### src/rtl/pipe_pkg.sv
// Shared encodings and constants for the pipeline sequencing controller.
package pipe_pkg;

  typedef enum logic [1:0] {
    ST_RUN      = 2'b00,
    ST_MEM_WAIT = 2'b01,
    ST_FLUSH    = 2'b10
  } state_e;

  localparam logic [4:0] REG_ZERO   = 5'd0;
  localparam int         WAIT_CNT_W = 8;

endpackage

### src/rtl/load_use_detect.sv
// Combinational load-use hazard detector: a load in EX whose destination
// feeds either source of the instruction in ID.
module load_use_detect
  import pipe_pkg::*;
#(
  parameter int REG_W = 5
) (
  input  logic             id_ex_memread,
  input  logic [REG_W-1:0] id_ex_rt,
  input  logic [REG_W-1:0] if_id_rs,
  input  logic [REG_W-1:0] if_id_rt,
  output logic             hazard
);

  // $zero is never a real dependency, so a load into it cannot stall.
  assign hazard = id_ex_memread
                & (id_ex_rt != REG_W'(REG_ZERO))
                & ((id_ex_rt == if_id_rs) | (id_ex_rt == if_id_rt));

endmodule

### src/rtl/pipe_ctl.sv
// Pipeline sequencing controller for the 5-stage MIPS core: load-use stalls,
// taken-branch flushes, data-memory waits with timeout. Optional performance
// counters are enabled with the PIPE_CTL_PERF_EN macro.
module pipe_ctl
  import pipe_pkg::*;
#(
  parameter int MEM_WAIT_MAX = 15,
  parameter int REG_W        = 5
) (
  input  logic             clk,
  input  logic             rst_n,
  input  logic             id_ex_memread,
  input  logic [REG_W-1:0] id_ex_rt,
  input  logic [REG_W-1:0] if_id_rs,
  input  logic [REG_W-1:0] if_id_rt,
  input  logic             ex_mem_branch,
  input  logic             ex_mem_zero,
  input  logic             ex_mem_memreq,
  input  logic             dmem_ready,
  output logic             pc_en,
  output logic             pc_src,
  output logic             if_id_en,
  output logic             id_ex_en,
  output logic             ex_mem_en,
  output logic             if_id_flush,
  output logic             id_ex_flush,
  output logic             ex_mem_flush,
  output logic             mem_wb_flush,
  output logic             mem_err,
  output logic [1:0]       state
`ifdef PIPE_CTL_PERF_EN
  ,
  output logic [31:0]      stall_cycles,
  output logic [31:0]      flush_events
`endif
);

  localparam logic [WAIT_CNT_W-1:0] WAIT_MAX = WAIT_CNT_W'(MEM_WAIT_MAX);

  state_e                state_q, state_d;
  logic [WAIT_CNT_W-1:0] wait_cnt_q, wait_cnt_d;
  logic                  mem_err_q, mem_err_d;

  logic hazard;
  logic branch_taken;
  logic mem_wait;
  logic timeout;

  load_use_detect #(.REG_W(REG_W)) u_lud (
    .id_ex_memread (id_ex_memread),
    .id_ex_rt      (id_ex_rt),
    .if_id_rs      (if_id_rs),
    .if_id_rt      (if_id_rt),
    .hazard        (hazard)
  );

  assign branch_taken = ex_mem_branch & ex_mem_zero;
  assign mem_wait     = ex_mem_memreq & ~dmem_ready;
  assign timeout      = ~dmem_ready & (wait_cnt_q >= WAIT_MAX);

  always_ff @(posedge clk or negedge rst_n) begin
    if (!rst_n) begin
      state_q    <= ST_RUN;
      wait_cnt_q <= '0;
      mem_err_q  <= 1'b0;
    end else begin
      state_q    <= state_d;
      wait_cnt_q <= wait_cnt_d;
      mem_err_q  <= mem_err_d;
    end
  end

  always_comb begin
    state_d    = state_q;
    wait_cnt_d = wait_cnt_q;
    mem_err_d  = mem_err_q;
    case (state_q)
      ST_RUN: begin
        if (branch_taken) begin
          state_d = ST_FLUSH;
        end else if (mem_wait) begin
          state_d    = ST_MEM_WAIT;
          wait_cnt_d = WAIT_CNT_W'(1);
        end
      end
      ST_FLUSH: begin
        if (mem_wait) begin
          state_d    = ST_MEM_WAIT;
          wait_cnt_d = WAIT_CNT_W'(1);
        end else begin
          state_d = ST_RUN;
        end
      end
      ST_MEM_WAIT: begin
        if (dmem_ready) begin
          state_d    = ST_RUN;
          wait_cnt_d = '0;
        end else if (timeout) begin
          state_d    = ST_RUN;
          wait_cnt_d = '0;
          mem_err_d  = 1'b1;
        end else begin
          wait_cnt_d = wait_cnt_q + WAIT_CNT_W'(1);
        end
      end
      default: begin
        state_d    = ST_RUN;
        wait_cnt_d = '0;
      end
    endcase
  end

  always_comb begin
    pc_en        = 1'b1;
    pc_src       = 1'b0;
    if_id_en     = 1'b1;
    id_ex_en     = 1'b1;
    ex_mem_en    = 1'b1;
    if_id_flush  = 1'b0;
    id_ex_flush  = 1'b0;
    ex_mem_flush = 1'b0;
    mem_wb_flush = 1'b0;
    case (state_q)
      ST_RUN: begin
        if (branch_taken) begin
          pc_src       = 1'b1;
          if_id_flush  = 1'b1;
          id_ex_flush  = 1'b1;
          ex_mem_flush = 1'b1;
        end else if (mem_wait) begin
          pc_en        = 1'b0;
          if_id_en     = 1'b0;
          id_ex_en     = 1'b0;
          ex_mem_en    = 1'b0;
          mem_wb_flush = 1'b1;
        end else if (hazard) begin
          pc_en       = 1'b0;
          if_id_en    = 1'b0;
          id_ex_flush = 1'b1;
        end
      end
      ST_FLUSH: begin
        if (mem_wait) begin
          pc_en        = 1'b0;
          if_id_en     = 1'b0;
          id_ex_en     = 1'b0;
          ex_mem_en    = 1'b0;
          mem_wb_flush = 1'b1;
        end
      end
      ST_MEM_WAIT: begin
        // On timeout the access is abandoned and the pipeline released.
        if (!dmem_ready && !timeout) begin
          pc_en        = 1'b0;
          if_id_en     = 1'b0;
          id_ex_en     = 1'b0;
          ex_mem_en    = 1'b0;
          mem_wb_flush = 1'b1;
        end
      end
      default: ;
    endcase
    if (!rst_n) begin
      pc_en        = 1'b0;
      pc_src       = 1'b0;
      if_id_en     = 1'b0;
      id_ex_en     = 1'b0;
      ex_mem_en    = 1'b0;
      if_id_flush  = 1'b0;
      id_ex_flush  = 1'b0;
      ex_mem_flush = 1'b0;
      mem_wb_flush = 1'b0;
    end
  end

  assign mem_err = mem_err_q;
  assign state   = state_q;

`ifdef PIPE_CTL_PERF_EN
  logic [31:0] stall_cycles_q, stall_cycles_d;
  logic [31:0] flush_events_q, flush_events_d;

  always_ff @(posedge clk or negedge rst_n) begin
    if (!rst_n) begin
      stall_cycles_q <= '0;
      flush_events_q <= '0;
    end else begin
      stall_cycles_q <= stall_cycles_d;
      flush_events_q <= flush_events_d;
    end
  end

  always_comb begin
    stall_cycles_d = stall_cycles_q + {31'd0, ~pc_en};
    flush_events_d = flush_events_q + {31'd0, (state_q == ST_RUN) & branch_taken};
  end

  assign stall_cycles = stall_cycles_q;
  assign flush_events = flush_events_q;
`endif

endmodule

### config.mk
export PLATFORM = sky130hd
export DESIGN_NAME = pipe_ctl
export DESIGN_NICKNAME = d
export VERILOG_FILES = /design/src/rtl/pipe_pkg.sv /design/src/rtl/load_use_detect.sv /design/src/rtl/pipe_ctl.sv
export SDC_FILE = /design/constraint.sdc
export NUM_CORES = 1
export LEC_CHECK = 0
export BUFFER_PORTS_ARGS = -buffer_cell sky130_fd_sc_hd__buf_2
export CAP_MARGIN = 10
export CORE_UTILIZATION = 48
export DETAILED_ROUTE_END_ITERATION = 8
export PLACE_DENSITY = 0.82
export SLEW_MARGIN = 0
export SYNTH_ARGS = -nofsm -noshare
export SYNTH_HDL_FRONTEND = slang
export SYNTH_SLANG_ARGS = --single-unit
### constraint.sdc
create_clock -name clk -period 4.32 [get_ports clk]
set_input_delay 0.432 -clock clk [delete_from_list [all_inputs] [get_ports clk]]
set_output_delay 0.432 -clock clk [all_outputs]
set_load 0.02 [all_outputs]
# == Word-level counts from Yosys, hierarchy flattened ==
# Cells that the tools add are included.
# totals
out_inout_bits,12
ff_bits,11
inputBits,22
# op_classes
muxes,34
addsub,1
order_cmp,1
n_reduce_logical,7
n_eq_ne,7
bitwise,7
# ops
cell,count
8-bit two-way mux,4
8-bit case mux with 3 select lines,1
1-bit two-way mux,21
5-bit == test,2
1-bit case mux with 3 select lines,3
8-bit by 1-bit adder with 8-bit output (second input constant),1
8-bit by 4-bit >= comparator with 1-bit output (second input constant),1
2-bit two-way mux,4
3-bit != test (second input constant),2
2-bit case mux with 3 select lines,1
1-bit AND,5
5-bit nonzero test,1
3-bit AND reduction,1
2-bit by 1-bit == test with 1-bit output (second input constant),1
2-bit == test (second input constant),1
1-bit logical NOT,2
2-bit logical NOT,1
2-bit != test (second input constant),1
2-bit AND reduction,1
1-bit logical AND,1
1-bit NOT,1
1-bit OR,1

# == Depth between registers and ports, before layout ==
# Gate-level depths: netlist (run 1).
# depth
word_depth,8
ltp_mapped,6
depth_no_buf,5

# == Cells and area by module ==
# Synthesis (run 1) repeated with hierarchy kept, for this count alone.
# unflattened
cells_unflattened,89
hier_area_um2,765.7
# by_module_without_submodules
module,seq_area_each_um2,cells_per_inst,n_inst,area_per_inst_um2
pipe_ctl,275.3,72,1,640.6
load_use_detect,0.0,17,1,125.1

# == Worst setup path after synthesis (run 1) ==
# Ideal clock, no wire load.
# synth_path
path_kind,input port to output port
startpoint,input id_ex_rt[3]
endpoint,output id_ex_flush
t_arrival_ns,1.652
path_buffers,0
slack_ns,2.236
cell_stages,4
path_cell_list,xor2_1 > nor3_1 > a22oi_1 > o41ai_1
# synth_via
elab_chain_len,8
# synth_rtl
element,line_no,text
from (decl),pipe_ctl.sv:13,"input logic [REG_W-1:0] id_ex_rt,"
5-bit == test or 5-bit nonzero test (tied branches),"load_use_detect.sv:18, load_use_detect.sv:17",
1-bit OR or 1-bit AND (tied branches),"load_use_detect.sv:18, load_use_detect.sv:17",
1-bit AND (*),load_use_detect.sv:18,& ((id_ex_rt == if_id_rs) | (id_ex_rt == if_id_rt));
1-bit two-way mux (*),pipe_ctl.sv:136,end else if (hazard) begin
1-bit two-way mux (*),pipe_ctl.sv:130,end else if (mem_wait) begin
1-bit two-way mux (*),pipe_ctl.sv:125,if (branch_taken) begin
1-bit two-way mux (*),pipe_ctl.sv:123,case (state_q)
1-bit two-way mux (*),pipe_ctl.sv:163,if (!rst_n) begin
to (decl),pipe_ctl.sv:26,"output logic id_ex_flush,"
# Every way passes the cells marked *; elsewhere a longest branch is shown, timed or not.

# == Final worst setup path (run 1) ==
# layout_path
startpoint,register wait_cnt_q[4]
endpoint,output id_ex_en
# layout_via
elab_chain_len,7
# layout_rtl
element,line_no,text
from (decl),pipe_ctl.sv:41,"logic [WAIT_CNT_W-1:0] wait_cnt_q, wait_cnt_d;"
from (signal assigned),pipe_ctl.sv:68,wait_cnt_q <= wait_cnt_d;
8-bit by 4-bit >= comparator with 1-bit output,pipe_ctl.sv:59,assign timeout = ~dmem_ready & (wait_cnt_q >= WAIT_MAX);
1-bit AND,pipe_ctl.sv:59,
1-bit logical NOT,pipe_ctl.sv:153,if (!dmem_ready && !timeout) begin
1-bit logical AND,pipe_ctl.sv:153,
1-bit two-way mux,pipe_ctl.sv:153,
1-bit case mux with 3 select lines,pipe_ctl.sv:123,
1-bit two-way mux,pipe_ctl.sv:163,
to (decl),pipe_ctl.sv:23,"output logic id_ex_en,"
# No other way between the ends.

==> key figures, run 1 <==
Global route
  – Initial antenna violation count: 0
  – Met2 global-route usage: 36.7%
  – Gr ovfl total: 0
  – Grt peak-use layer: met2
  – Vias in the first global route: 562
  – Pin count of the biggest net entering global routing: 16
  – Met1 GRT Util: 29.6%
  – First-pass GRT wire length: 2480 microns
  – Met3 usage: 8.70%
  – GR Util All Layers: 23.2%

Clocking
  – Buffer depth of the longest clock path: 2
  – CTS-repair resized insts: 0
  – Post-CTS Setup Bufs: 0
  – CTS Buf Count: 3
  – CTS root buf: clkbuf_4
  – H-tree depth: 1
  – CTS tree: done
  – Reg clk slew, reported paths: 0.07 ns
  – Cts hold-fix bufs: 0
  – Clock Sinks: 11
  – Clock Latency Late Sink: 0.27 ns

Job
  – Max-cap viol count: 0

Synthesis
  – Area contributors post-synth: dfrtp_1, xor2_1, buf_4
  – Synth unique cells: 30
  – Net count after synthesis: 104
  – Synth Warn #: 0
  – Post-synthesis cell area: 731 sq um
  – Synth Instances: 81
  – Seq/Total Area, Yosys: 37.7%
  – Syn_area_per_cell: 9.02 sq um
  – Simple-gate share of the synthesized area: 24.3%
  – FFs w/ async S/R, synth: 100%
  – Number of synthesized flops with an enable pin: 0
  – Area share of the largest cell type after synthesis: 37.7%
  – Mux cell area share after synthesis: 0%
  – Compound-cell area share of the yosys netlist: 17.1%
  – Top_reg_cell synth: dfrtp_1
  – Xor and xnor area share after synthesis: 12.0%
  – Register bit total from synthesis: 11
  – Synth area leader: dfrtp_1
  – Largest family of logic cells by synthesized area: simple AND/OR/NAND/NOR gates
  – Synth Area in Adders: 1.71%

Route
  – Starting DRT DRC Count: 16
  – Via count: 717
  – Final wirelength: 1630 microns
  – Via density: 5.56
  – Remaining antenna violation count: 0
  – Remaining DRCs: 0
  – Pre-antenna DRT Iters: 4
  – DR WL/cell: 12.6 microns

Setup path
  – Max FO, Critical Path: 5
  – R2R depth: 4
  – Slowest CP cell: dfrtp_1
  – CP max stage delay: 0.42 ns
  – Crit Path Class: register to output port
  – Worst flop-to-flop path startpoint: wait_cnt_q[4]
  – Crit. End Element: output port
  – Critical Path Start Type: register
  – R2r endpoint: wait_cnt_q[3]
  – Critical Path AT: 1.78 ns
  – Reg2reg setup slack: 2.93 ns
  – Required time of the critical path: 3.89 ns
  – Worst path cell trace: nor4_1 -> nand3_1 -> o21a_1 -> and2_1 -> buf_2

Power
  – Pwr Total: 264 uW
  – Lkg Pwr: 0.511 nW
  – Worst IR Drop VDD: 197 uV
  – Pwr dens: 289 nW/um^2

STA
  – Fin crit period: 2.22 ns
  – Worst slew pin tran: 0.326 ns
  – Period utilisation layout: 51.3%
  – RSZ-0062 raised after global routing: no
  – Post-route setup TNS: 0 ns
  – Final hold violations: 0
  – Worst hold slack: 0.0420 ns
  – Slew Limit Headroom: 78.1%
  – Worst setup margin: 2.10 ns
  – Setup violators final: 0
  – Fmax: 0.451 GHz
  – Fin Clk Skew: 0.00727 ns
  – Slew Viols, Final: 0

Placement
  – Detailed placement HPWL: 1320 microns
  – GPL Wtd Cong: 0.831
  – Placed Instances: 125
  – Port Buffer Count: 33
  – Dpl ws: 2.29 ns
  – Placement Cell Area: 885 sq um

Cells and area
  – Final instance area: 911 sq um
  – Nets: 138
  – Post-layout util: 67.5%
  – Final-layout fill cell count: 112
  – Antenna diode count: 0
  – Area growth from synthesis to layout: 24.7%
  – Layout cell share with drive strength beyond 1: 36.8%
  – Final cell count without fillers: 129

Floorplanning
  – Core Box Area: 1350 sq um
  – Rows: 13
  – Io pins: 34
  – Die area: 1680 sq um
  – Die Y: 41.0 microns
  – Effective utilization at floorplan: 54.1%
  – Horiz. Die Dim: 41.0 microns

Outcome
  – Status: finished, final reports clean

Hold path
  – Hold WC Path Type: primary input to async pin
-- worst max path at each step --
stage	depth (start not counted)	slack [ns]	startpoint	end
finish	5	2.10	wait_cnt_q[4]	id_ex_en
global route	5	1.94	wait_cnt_q[4]	id_ex_en
CTS	5	2.10	wait_cnt_q[4]	id_ex_en
detailed placement	6	2.29	id_ex_rt[1]	id_ex_flush
global placement	6	2.29	id_ex_rt[1]	id_ex_flush
floorplan	4	2.24	id_ex_rt[3]	id_ex_flush
-- kinds of logic (layout without fill, tap and decap cells) --
kind of cell               count (synthesis)  in the layout
adders and majority gates                  1              1
and+or+nand+nor                           31             31
xor gates and xnor gates                  10             10
buffers and inverters                     10             43
DFF                                       11             11
AOI/OAI and AO/OA                         18             18
-- critical path, delay by kind of cell, from the launching register on --
kind	cells	cell delay (ns)
AND/OR/NAND/NOR	3	0.74
AO/OA/AOI/OAI	1	0.20
flip-flops	1	0.42
buffers and inverters	1	0.15
-- sequential cells by signal (all words and copies together), names as in the netlist --
register	count
wait_cnt_q	8
state	2
mem_err	1
-- per-layer routing --
| layer | part of all wire (%) | vias to the layer above |
|---|---|---|
| met5 | 0 | - |
| met4 | 0.86 | 0 |
| met3 | 6.3 | 4 |
| met2 | 48 | 26 |
| met1 | 45 | 339 |
| li1 | - | 348 |
-- final cells by class --
| cell class | count | area (sq um) | area share [%] |
|---|---|---|---|
| clock buffers | 4 | 26.3 | 2.88 |
| repair buffers | 33 | 165 | 18.1 |
| inverters | 6 | 22.5 | 2.47 |
| flip-flops and latches | 11 | 275 | 30.2 |
| multi-input cells | 60 | 403 | 44.2 |
| well taps | 15 | 18.8 | 2.06 |
-- cells in the final DEF, fill, tap and decap left out, types with 2 or more instances in the layout --
master     n
clkbuf_4   3
xor2_1    10
dfrtp_1   11
nor3_1     2
and4_1     2
o21ai_0    3
a21o_1     2
a21oi_1    3
nand2_1    5
inv_1      6
a31oi_1    3
or3_1      2
buf_2     33
nand3_1    3
nor2_1     8
and2_1     2
-- cells in the mapped netlist, drive strengths merged, types with 2 or more instances --
cell and number:
inv 6, buf 4, nor3 2, a21oi 4, a21o 2, and4 2
or3 2, and2 3, nor2 8, nand3 3, nand2 5, o21ai 3
dfrtp 11, a31oi 3, xor2 10
-- power by group --
group / switching [mW] / internal [mW]
registers: 0.00983 / 0.110
clock network: 0.0321 / 0.0357
logic: 0.0441 / 0.0316
Note: power is estimated with default switching activity, not from simulation.
==> inputs of run 2 (changes only) <==
--- a/config.mk
+++ b/config.mk
@@ -7,9 +7,9 @@
 export LEC_CHECK = 0
 export BUFFER_PORTS_ARGS = -buffer_cell sky130_fd_sc_hd__buf_2
 export CAP_MARGIN = 10
-export CORE_UTILIZATION = 48
+export CORE_UTILIZATION = 45
 export DETAILED_ROUTE_END_ITERATION = 8
-export PLACE_DENSITY = 0.82
+export PLACE_DENSITY = 0.78
 export SLEW_MARGIN = 0
 export SYNTH_ARGS = -nofsm -noshare
 export SYNTH_HDL_FRONTEND = slang
==> constraint.sdc (replaced) <==
create_clock -name clk -period 2.3 [get_ports clk]
set_input_delay 0.23 -clock clk [delete_from_list [all_inputs] [get_ports clk]]
set_output_delay 0.23 -clock clk [all_outputs]
set_load 0.02 [all_outputs]
==> run 2 against run 1 <==
Highest routed layer unchanged. Clock skew about the same. Combinational power up 86%. Critical endpoint unchanged. Critical path type unchanged. Worst setup slack worse by 1.8 ns. Non-clock buffer count up 1.
==> key figures, run 2 (synthesis results as in run 1) <==
Outcome
  – Status: finished, final reports clean (unchanged)

Setup path
  – Max FO, Critical Path: 5 (unchanged)
  – R2r endpoint: wait_cnt_q[3] (unchanged)
  – Required time of the critical path: 2.07 ns (was 3.89 ns)
  – Reg2reg setup slack: 0.92 ns (was 2.93 ns)
  – Worst flop-to-flop path startpoint: wait_cnt_q[4] (unchanged)
  – Worst path depth: 5 (unchanged)
  – Crit. End Element: output port (unchanged)
  – Slowest CP cell: dfrtp_1 (unchanged)
  – Crit Path Class: register to output port (unchanged)
  – Critical Path AT: 1.76 ns (was 1.78 ns)
  – Worst path cell trace: nor4_1 -> nand3_1 -> o21a_1 -> and2_1 -> buf_2 (unchanged)
  – CP max stage delay: 0.41 ns (was 0.42 ns)
  – Critical Path Start Type: register (unchanged)
  – Critical path buffer and inverter count: 1 (unchanged)
  – CP top delay family: simple AND/OR/NAND/NOR gates (unchanged)
  – R2R depth: 4 (unchanged)

Cells and area
  – Area growth from synthesis to layout: 26.2% (was 24.7%)
  – Commonest cells after routing, fill and taps aside: buf_2, dfrtp_1, xor2_1 (unchanged)
  – Max reg flops: 8 (unchanged)
  – Nets: 139 (was 138)
  – Top reg by flops: wait_cnt_q (unchanged)
  – Antenna diode count: 0 (unchanged)
  – Final-layout fill cell count: 142 (was 112)
  – Layout cell share with drive strength beyond 1: 36.5% (was 36.8%)
  – Commonest non-fill, non-tap cell in the layout: buf_2 (unchanged)

Power
  – Lkg Pwr: 0.515 nW (was 0.511 nW)
  – Pwr Total: 495 uW (was 264 uW)
  – Pwr dens: 536 nW/um^2 (was 289 nW/um^2)
  – Worst IR Drop VDD: 370 uV (was 197 uV)

Job
  – Max-cap viol count: 0 (unchanged)

STA
  – Period utilisation layout: 86.6%
  – Post-route setup TNS: 0 ns (unchanged)
  – Slew Viols, Final: 0 (unchanged)
  – Worst slew pin tran: 0.356 ns (was 0.326 ns)
  – Fmax: 0.502 GHz
  – Worst hold slack: 0.285 ns (was 0.0420 ns)
  – Slew Limit Headroom: 76.1% (was 78.1%)
  – Fin Clk Skew: 0.00765 ns (was 0.00727 ns)
  – Final hold violations: 0 (unchanged)
  – RSZ-0062 raised after global routing: no (unchanged)
  – Fin crit period: 1.99 ns
  – Setup violators final: 0 (unchanged)

Route
  – DR top layer: met4 (unchanged)
  – Pre-antenna DRT Iters: 4 (unchanged)
  – Remaining antenna violation count: 0 (unchanged)
  – Remaining DRCs: 0 (unchanged)
  – Starting DRT DRC Count: 14 (was 16)
  – Met1 WL: 679 microns (was 736 microns)
  – Via density: 5.33 (was 5.56)
  – DR WL/cell: 12.6 microns (about the same)
  – Met3 routed WL: 100 microns (was 103 microns)
  – Met2 wire length: 856 microns (was 774 microns)
  – Via count: 698 (was 717)
  – Final wirelength: 1650 microns (was 1630 microns)

Floorplanning
  – Die area: 1790 sq um (was 1680 sq um)
  – Die Y: 42.3 microns (was 41.0 microns)
  – Horiz. Die Dim: 42.3 microns (was 41.0 microns)
  – Core Box Area: 1510 sq um (was 1350 sq um)
  – Io pins: 34 (unchanged)
  – Rows: 14 (was 13)
  – Effective utilization at floorplan: 48.5% (was 54.1%)

Hold path
  – Worst hold start: dmem_ready
  – Worst hold path cell count: 3
  – Hold EP: mem_err
  – Hold WC Path Type: primary input to register (was primary input to async pin)

Clocking
  – Cts hold-fix bufs: 1 (was 0)
  – CTS Buf Count: 3 (unchanged)
  – Buffer depth of the longest clock path: 2 (unchanged)
  – Reg clk slew, reported paths: 0.07 ns (about the same)
  – CTS-repair resized insts: 0 (unchanged)
  – Post-CTS Setup Bufs: 0 (unchanged)
  – CTS tree: done (unchanged)
  – CTS root buf: clkbuf_4 (unchanged)
  – Clock Latency Late Sink: 0.27 ns (about the same)
  – Clock Sinks: 11 (unchanged)
  – H-tree depth: 1 (unchanged)

Global route
  – Pin count of the biggest net entering global routing: 16 (unchanged)
  – First-pass GRT wire length: 2810 microns (was 2480 microns)
  – Initial antenna violation count: 0 (unchanged)
  – Vias in the first global route: 693 (was 562)
  – GR Util All Layers: 21.0% (was 23.2%)
  – Gr ovfl total: 0 (unchanged)

Placement
  – Port Buffer Count: 33 (unchanged)
  – Detailed placement HPWL: 1280 microns (was 1320 microns)
  – GPL Wtd Cong: 0.848 (was 0.831)
## run 2: cell type report
cell class                 count  area [sq um]  share of cell area, %
inverter                       6          22.5                   2.44
timing repair buffer          34           175                   19.0
sequential                    11           275                   29.9
tap                           16          20.0                   2.17
clock buffer                   4          26.3                   2.85
multi-input combinational     60           403                   43.7
## run 2: how the worst max path moves through the flow
stage / startpoint / endpoint / slack [ns]
after floorplan: state[0] / id_ex_flush / 0.59
after global placement: wait_cnt_q[5] / ex_mem_en / 0.66
after detailed placement: wait_cnt_q[5] / ex_mem_en / 0.58
after CTS: rst_n / id_ex_flush / 0.30
after global routing: wait_cnt_q[0] / if_id_en / 0.14
final: wait_cnt_q[4] / id_ex_en / 0.31
## run 2: per-layer routing
| metal | track usage (%) | up-vias |
|---|---|---|
| met2 | 36.6 | 26 |
| met4 | 8.75 | 0 |
| met5 | 0 | - |
| met3 | 7.76 | 4 |
| li1 | - | 348 |
| met1 | 22.6 | 320 |
## run 2: through the flow
step                util [%]  worst slack [ns]  area (sq um)  std cells
finish                  61.2             0.308           922        131
CTS                     61.2             0.298           922        131
global route            61.2             0.139           922        131
floorplan                  -             0.589           731         81
global placement        58.8             0.659           886        126
detailed placement      58.8             0.582           886        126
## run 2: worst min-delay path: stages
cell	delay, ns
buf_2	0.09
nor3b_2	0.05
a21o_1	0.14
## run 2: report_power, final
part,switching (mW),internal (mW),total (mW)
clock,0.0594,0.0670,0.126
combinational,0.0813,0.0599,0.141
sequential,0.0198,0.207,0.227
==> inputs of run 3 (changes only) <==
--- a/config.mk
+++ b/config.mk
@@ -7,9 +7,10 @@
 export LEC_CHECK = 0
 export BUFFER_PORTS_ARGS = -buffer_cell sky130_fd_sc_hd__buf_2
 export CAP_MARGIN = 10
-export CORE_UTILIZATION = 45
+export CORE_UTILIZATION = 40
+export CTS_CLUSTER_SIZE = 40
 export DETAILED_ROUTE_END_ITERATION = 8
-export PLACE_DENSITY = 0.78
+export PLACE_DENSITY = 0.7
 export SLEW_MARGIN = 0
 export SYNTH_ARGS = -nofsm -noshare
 export SYNTH_HDL_FRONTEND = slang
==> run 3 against run 2 <==
First-iteration DRC count is 50% lower. Hold slack got worse by 0.021 ns. Power is 2.2% higher.
==> key figures, run 3 (synthesis results as in run 1) <==
Setup path
  – CP startpoint: wait_cnt_q[4] (unchanged)
  – Critical Path AT: 1.81 ns (was 1.76 ns)
  – Reg2reg setup slack: 0.89 ns (was 0.92 ns)
  – Max FO, Critical Path: 5 (unchanged)
  – Crit. End Element: output port (unchanged)
  – Worst flop-to-flop path startpoint: wait_cnt_q[4] (unchanged)
  – R2r endpoint: wait_cnt_q[3] (unchanged)
  – Critical Path Start Type: register (unchanged)
  – R2R depth: 4 (unchanged)
  – Crit Path Class: register to output port (unchanged)
  – Required time of the critical path: 2.07 ns (about the same)
  – CP endpoint: id_ex_en (unchanged)

Cells and area
  – Nets: 140 (was 139)
  – Commonest non-fill, non-tap cell in the layout: buf_2 (unchanged)
  – Commonest cells after routing, fill and taps aside: buf_2, dfrtp_1, xor2_1 (unchanged)
  – Antenna diode count: 0 (unchanged)
  – Area growth from synthesis to layout: 28.8% (was 26.2%)
  – Max reg flops: 8 (unchanged)
  – Layout cell share with drive strength beyond 1: 37.1% (was 36.5%)
  – Final-layout fill cell count: 181 (was 142)
  – Final instance area: 941 sq um (was 922 sq um)
  – Top reg by flops: wait_cnt_q (unchanged)

Placement
  – Placement Cell Area: 905 sq um (was 886 sq um)
  – Detailed placement HPWL: 1290 microns (was 1280 microns)
  – Port Buffer Count: 33 (unchanged)
  – GPL Wtd Cong: 0.816 (was 0.848)

STA
  – RSZ-0062 raised after global routing: no (unchanged)
  – Final hold violations: 0 (unchanged)
  – Fin Clk Skew: 0.00669 ns (was 0.00765 ns)
  – Slew Limit Headroom: 74.6% (was 76.1%)
  – Period utilisation layout: 88.7% (was 86.6%)
  – Fin crit period: 2.04 ns (was 1.99 ns)
  – Slew Viols, Final: 0 (unchanged)
  – Worst slew pin tran: 0.378 ns (was 0.356 ns)
  – Fmax: 0.490 GHz (was 0.502 GHz)
  – Post-route setup TNS: 0 ns (unchanged)
  – Setup violators final: 0 (unchanged)

Power
  – Worst IR Drop VDD: 379 uV (was 370 uV)
  – Pwr Total: 506 uW (was 495 uW)
  – Pwr dens: 537 nW/um^2 (was 536 nW/um^2)
  – Lkg Pwr: 0.520 nW (was 0.515 nW)

Job
  – Max-cap viol count: 0 (unchanged)

Global route
  – Initial antenna violation count: 0 (unchanged)
  – Vias in the first global route: 673 (was 693)
  – Met3 usage: 4.00% (was 7.76%)
  – Pin count of the biggest net entering global routing: 15 (was 16)
  – Met2 global-route usage: 32.6% (was 36.6%)
  – Met1 GRT Util: 22.9% (was 22.6%)
  – First-pass GRT wire length: 2760 microns (was 2810 microns)
  – Gr ovfl total: 0 (unchanged)
  – Grt peak-use layer: met2 (unchanged)
  – GR Util All Layers: 19.1% (was 21.0%)

Route
  – DR WL/cell: 11.6 microns (was 12.6 microns)
  – Remaining DRCs: 0 (unchanged)
  – Via count: 726 (was 698)
  – Remaining antenna violation count: 0 (unchanged)
  – Starting DRT DRC Count: 7 (was 14)
  – Final wirelength: 1640 microns (was 1650 microns)
  – Via density: 5.15 (was 5.33)
  – Pre-antenna DRT Iters: 4 (unchanged)

Floorplanning
  – Rows: 15 (was 14)
  – Effective utilization at floorplan: 42.3% (was 48.5%)
  – Horiz. Die Dim: 44.7 microns (was 42.3 microns)
  – Core Box Area: 1730 sq um (was 1510 sq um)
  – Die area: 2000 sq um (was 1790 sq um)
  – Die Y: 44.7 microns (was 42.3 microns)
  – Io pins: 34 (unchanged)

Clocking
  – Buffer depth of the longest clock path: 2 (unchanged)
  – Post-CTS Setup Bufs: 0 (unchanged)
  – CTS Buf Count: 3 (unchanged)
  – H-tree depth: 1 (unchanged)
  – CTS root buf: clkbuf_4 (unchanged)
  – CTS tree: done (unchanged)
  – Clock Latency Late Sink: 0.28 ns (was 0.27 ns)
  – Reg clk slew, reported paths: 0.08 ns (was 0.07 ns)
  – Clock Sinks: 11 (unchanged)

Outcome
  – Status: finished, final reports clean (unchanged)

Hold path
  – Hold WC Path Type: primary input to register (unchanged)
## run 3: changes by cell type in the layout (fill, tap and decap cells not counted), sizes merged
cell  delta
buf      +1
## run 3: metrics by stage
stage	setup WS (ns)	hold WS, ns	std cells	util (%)
after CTS	0.273	0.264	141	54.5
after detailed placement	0.588	0.181	136	52.4
after global routing	0.129	0.277	141	54.5
after floorplan	0.589	-0.0656	81	-
final	0.260	0.264	141	54.5
after global placement	0.653	0.179	136	52.4
## run 3: worst max-delay path, stage by stage, from the launching register on
cell and delay [ns]:
dfrtp_1 0.41, nor4_1 0.39, nand3_1 0.21, o21a_1 0.19
and2_1 0.17, buf_2 0.15
## run 3: area by class of cell
cell class | count | area, sq um | area share (%)
well taps | 25 | 31.3 | 3.32
clock buffers | 4 | 26.3 | 2.79
repair buffers | 35 | 183 | 19.4
flip-flops and latches | 11 | 275 | 29.3
inverters | 6 | 22.5 | 2.39
multi-input cells | 60 | 403 | 42.8
## run 3: how the worst min path moves through the flow
stage	slack, ns	cells after the start	end	from
after global routing	0.28	3	mem_err	dmem_ready
after detailed placement	0.18	2	wait_cnt_q[2]	rst_n
after global placement	0.18	2	wait_cnt_q[2]	rst_n
after CTS	0.26	3	mem_err	dmem_ready
final	0.26	3	mem_err	dmem_ready
after floorplan	-0.07	0	mem_err	rst_n
## run 3: power by group
| group | internal, mW | switching, mW | total [mW] |
|---|---|---|---|
| sequential | 0.207 | 0.0178 | 0.225 |
| combinational | 0.0609 | 0.0817 | 0.143 |
| clock | 0.0673 | 0.0709 | 0.138 |
| total | 0.335 | 0.170 | 0.506 |
## run 3: layer usage
layer / wire [microns] / vias up
li1: - / 356
met1: 723 / 335
met2: 771 / 30
met3: 108 / 5
met4: 32 / 0
met5: 0 / -
## run 3: timing repair
| action | CTS | global route |
|---|---|---|
| endpoints found under the hold margin | 11 | 0 |
| resized for setup | 0 | 0 |
| hold buffers | 1 | 0 |
